[config.mk]
export PLATFORM = sky130hd
export DESIGN_NAME = crc16_serial_step
export DESIGN_NICKNAME = d
export VERILOG_FILES = /design/src/rtl/crc16_serial_step.sv
export SDC_FILE = /design/constraint.sdc
export NUM_CORES = 1
export LEC_CHECK = 0
export ABC_CLOCK_PERIOD_IN_PS = 2700
export CAP_MARGIN = 5
export CELL_PAD_IN_SITES_DETAIL_PLACEMENT = 1
export CELL_PAD_IN_SITES_GLOBAL_PLACEMENT = 1
export CORE_ASPECT_RATIO = 1.5
export CORE_MARGIN = 2
export CORE_UTILIZATION = 10
export DETAILED_ROUTE_END_ITERATION = 16
export PLACE_DENSITY = 0.81
export SYNTH_ARGS = -nofsm -noshare
export SYNTH_HDL_FRONTEND = slang
export SYNTH_SLANG_ARGS = --single-unit
export TNS_END_PERCENT = 1
[constraint.sdc]
create_clock -name vclk -period 2.7
set_clock_uncertainty 0.2 [all_clocks]
set_input_delay 0.54 -clock vclk [all_inputs]
set_output_delay 0.54 -clock vclk [all_outputs]
set_load 0.01 [all_outputs]
[src/rtl/crc16_serial_step.sv]
`default_nettype none
// ============================================================================
// Module   : crc16_serial_step
// Purpose  : One bit-serial CRC-16 LFSR step. Pure combinational so the
//            transmit and receive sides share bit-exact arithmetic.
// Revision : 1.0 - initial release
// ============================================================================
module crc16_serial_step (
  input  logic [15:0] lfsr,
  input  logic        data_bit,
  input  logic [15:0] poly,
  output logic [15:0] lfsr_next
);

  logic w_fb;

  // Feedback is the incoming bit against the register MSB; shift left and
  // fold the polynomial in when feedback is set.
  always_comb begin
    w_fb      = data_bit ^ lfsr[15];
    lfsr_next = {lfsr[14:0], 1'b0} ^ (w_fb ? poly : 16'h0000);
  end

endmodule
`default_nettype wire

== After elaboration in Yosys (flattened, before gate mapping) ==
Cells that the tools add are included.

* Register bits after elaboration: 0
* Output and inout port bits: 16
* Logic and storage cells: 3

* Mux-type cells: 1
* Bitwise operators: 2

{| class="wikitable"
|+ Operators by type and width
! operator !! count
|-
| $mux 16 || 1
|-
| $xor 16x16->16 || 1
|-
| $xor 1x1->1 || 1
|}

== Depth between registers and ports, before layout ==
* Word-level depth: 3
* Gate-level depth with buffers: 4

== Worst setup path after synthesis ==
OpenSTA, ideal clock, no wires.

* Kind: input port to output port
* Start: input lfsr[15]
* End: output lfsr_next[10]
* Arrival time: 1.260 ns
* Required time: 1.960 ns
* Path slack: 0.700 ns
* Cell stages on the path: 4
* Cell sequence: xor2_2 buf_6 nand2_1 xnor2_1

* Word-level cells in the longest chain between the ends: 3

{| class="wikitable"
|+ RTL lines
! what !! RTL line !! source
|-
| start, declared || 9 || <nowiki>input logic [15:0] lfsr,</nowiki>
|-
| $xor 1x1->1 || 20 || <nowiki>w_fb = data_bit ^ lfsr[15];</nowiki>
|-
| $mux 16 || 21 || <nowiki>lfsr_next = {lfsr[14:0], 1'b0} ^ (w_fb ? poly : 16'h0000);</nowiki>
|-
| $xor 16x16->16 || 21 ||
|-
| end, declared || 12 || <nowiki>output logic [15:0] lfsr_next</nowiki>
|}

No other way between the ends.

== Final worst setup path ==
* Start: input lfsr[15]
* End: output lfsr_next[1]

Same word-level chain as after synthesis.

==> results.txt <==
In this run, distinct cell masters in the synthesized netlist total 6. The HPWL reported at the end of detailed placement was 1080 µm; the number of sequential cells in the layout was 0. The proportion of netlist area held by the largest area contributor works out to 0.583.

Buffers added to address setup during post-CTS repair amount to 0. Routability-driven placement finished with a final weighted congestion of 0.693. The logs give 33 for the post-synthesis cell count and 0 for the final setup violation count. The first global-routing pass estimated 1790 µm of wire. In the final routed layout, each cell accounts on average for 10.7 µm. The die is 42.8 µm wide. The run gives 0 as the layout clock buffer count. The tools report the total negative slack as 0 ns. Of all nets on the critical path, the largest fanout is 6. The number of antenna violations at the first check in global routing was 0; the maximum clock frequency was 384 MHz. The fraction of final layout cells with drive strength greater than 1 works out to 0.120. By area the synthesized netlist is led by sky130_fd_sc_hd__xnor2_1 58%, sky130_fd_sc_hd__nand2_1 23%, sky130_fd_sc_hd__xor2_2 7.2%. The category of the most critical setup path was input port to output pin. Entering global routing, the biggest net connects 11 pins. The total count of max-transition violations in the final report is 0. The final core area utilization was 0.333; the DRC violation total after the first TritonRoute iteration was 0. Setup repair after global routing could not meet its margin everywhere.

The initialized floorplan defines 21 standard-cell rows. The overall die area is 0.00266 mm², and the count of vias placed by the detailed router is 418. At the worst endpoint, the arrival time is 1.86 ns. The last element of the critical path was lfsr_next[1]. The logs give 49 for the count of boundary I/O pins and 1140 µm for the total detailed-routing wirelength. At the end of the flow, the number of nets in the layout was 118. At the worst endpoint, the required time is 1.96 ns. The net count after synthesis came out at 66. STA classifies the critical path endpoint as an output pin.

The max capacitance violation total is 0. The detailed-routing iteration count for the pre-antenna-repair pass was 1. The flow ran to the end, and the final reports show no timing, DRC or antenna violations. Buffers inserted to repair hold after CTS numbered 0. The count of nets left with antenna violations once routing finished came out at 0. After synthesis, the mean cell area works out to 6.82 µm².

STA classifies the critical path startpoint as an input port. The layout overhead on the synthesized area works out to 222%. The global-route total usage across every layer is 0.0821.

The cell type with the largest total area after synthesis was sky130_fd_sc_hd__xnor2_1. The fraction of the cycle the final worst path needs came out at 0.964. The total overflow left after global routing is 0.

For this design the ratio of total power to cell area is 215 mW/mm². From bottom edge to top edge, the die measures 62.1 µm. Dividing the detail-routed via count by the number of cells gives 3.94.

For the post-synthesis sequential area ratio, the log shows 0. The post-layout minimum cycle time was 2.60 ns. The run gives 0 as the total DRC errors in the routed layout. The total leakage power is 0.000313 µW, and the transition time at the pin with the least slew margin is 0.155 ns. Count of buffers from port buffering: 49. In this run the cell area of the synthesized design comes to 225 µm². Relative max-transition margin: 0.896. During synthesis, Yosys emitted a total of 0 warnings. The logs give 0.103 for the initial cell density of the core and 156 µW for the overall power. Fill cells in the final layout number 273. The critical path starts at lfsr[15]. For the post-placement cell count, the log shows 106. The run gives 0 as the final count of hold timing violations.

The tightest min-delay check is of the input port to output pin type. The sequential cell area was 0 µm²; the total core area was 0.00218 mm². IR analysis of the VDD net gives a maximum drop of 0.0638 mV. The logs give 0 for the number of antenna cells inserted and 106 for the post-route non-filler standard cell count. The number of global-route vias before repair came out at 447.
## synth_stat cells
library cell and count:
sky130_fd_sc_hd__nand2_1 14, sky130_fd_sc_hd__xnor2_1 15, sky130_fd_sc_hd__buf_6 1, sky130_fd_sc_hd__xor2_2 1
sky130_fd_sc_hd__and2_2 1, sky130_fd_sc_hd__nand2_2 1
## metrics by stage
stage / setup WS, ns / hold slack, ns / area, µm²
finish: 0.0964 / 1.53 / 726
detailed placement: -0.280 / 1.87 / 748
global route: -0.0175 / 1.57 / 726
floorplan: 0.700 / 0.968 / 225
global placement: -0.198 / 1.86 / 748
CTS: -0.178 / 1.68 / 734
## power breakdown
part | total, µW | internal [µW] | switching (µW) | leakage [µW]
Combinational | 156 | 97.6 | 58.7 | 0.000313
Clock | 0 | 0 | 0 | 0
Sequential | 0 | 0 | 0 | 0
Total | 156 | 97.6 | 58.7 | 0.000313
## logic make-up after synthesis
family | count (synthesis) | share of synthesized area
xor gates and xnor gates | 16 | 0.656
buffers and inverters | 1 | 0.0500
and+or+nand+nor | 16 | 0.294
## layout by cell type (no fill, tap or decap)
| master | instances |
|---|---|
| sky130_fd_sc_hd__xor2_2 | 1 |
| sky130_fd_sc_hd__dlygate4sd2_1 | 5 |
| sky130_fd_sc_hd__clkdlybuf4s50_1 | 33 |
| sky130_fd_sc_hd__nand2_1 | 14 |
| sky130_fd_sc_hd__xnor2_1 | 15 |
| sky130_fd_sc_hd__clkdlybuf4s15_1 | 4 |
| sky130_fd_sc_hd__and2_2 | 1 |
| sky130_fd_sc_hd__nand2_2 | 1 |
| sky130_fd_sc_hd__clkbuf_2 | 5 |
| sky130_fd_sc_hd__buf_6 | 1 |
| sky130_fd_sc_hd__buf_4 | 1 |
| sky130_fd_sc_hd__dlymetal6s2s_1 | 2 |
## layer usage
| metal | track usage | wire length, µm | share of wire | vias up |
|---|---|---|---|---|
| li1 | - | - | - | 197 |
| met1 | 0.0703 | 344 | 0.30 | 172 |
| met2 | 0.174 | 567 | 0.50 | 49 |
| met3 | 0.0320 | 224 | 0.20 | 0 |
| met4 | 0 | 0 | 0 | 0 |
| met5 | 0 | 0 | 0 | - |
## critical path, stage by stage
cell	delay, ns
sky130_fd_sc_hd__clkdlybuf4s50_1	0.50
sky130_fd_sc_hd__xor2_2	0.18
sky130_fd_sc_hd__buf_4	0.17
sky130_fd_sc_hd__nand2_1	0.07
sky130_fd_sc_hd__xnor2_1	0.13
sky130_fd_sc_hd__clkdlybuf4s15_1	0.27
## worst min-delay path by stage
stage | cells past startpoint | endpoint | start | slack [ns]
6_report | 4 | lfsr_next[15] | poly[15] | 1.53
5_1_grt | 3 | lfsr_next[15] | lfsr[14] | 1.57
4_1_cts | 4 | lfsr_next[8] | poly[8] | 1.68
3_5_place_dp | 4 | lfsr_next[10] | poly[10] | 1.87
3_3_place_gp | 4 | lfsr_next[8] | poly[8] | 1.86
2_1_floorplan | 1 | lfsr_next[10] | lfsr[9] | 0.97
## cell type report
| cell class | count | area, µm² | share of cell area |
|---|---|---|---|
| Multi-Input combinational cell | 32 | 214 | 0.295 |
| Tap cell | 23 | 28.8 | 0.0397 |
| Timing Repair Buffer | 51 | 483 | 0.666 |
## repair_timing
action / in CTS / in global routing
setup endpoints to repair: 16 / 12
pin swaps: 0 / 1
endpoints found under the hold margin: 0 / 0
gates resized for setup: 15 / 17
No activity file was read; power rests on OpenSTA's default activity.
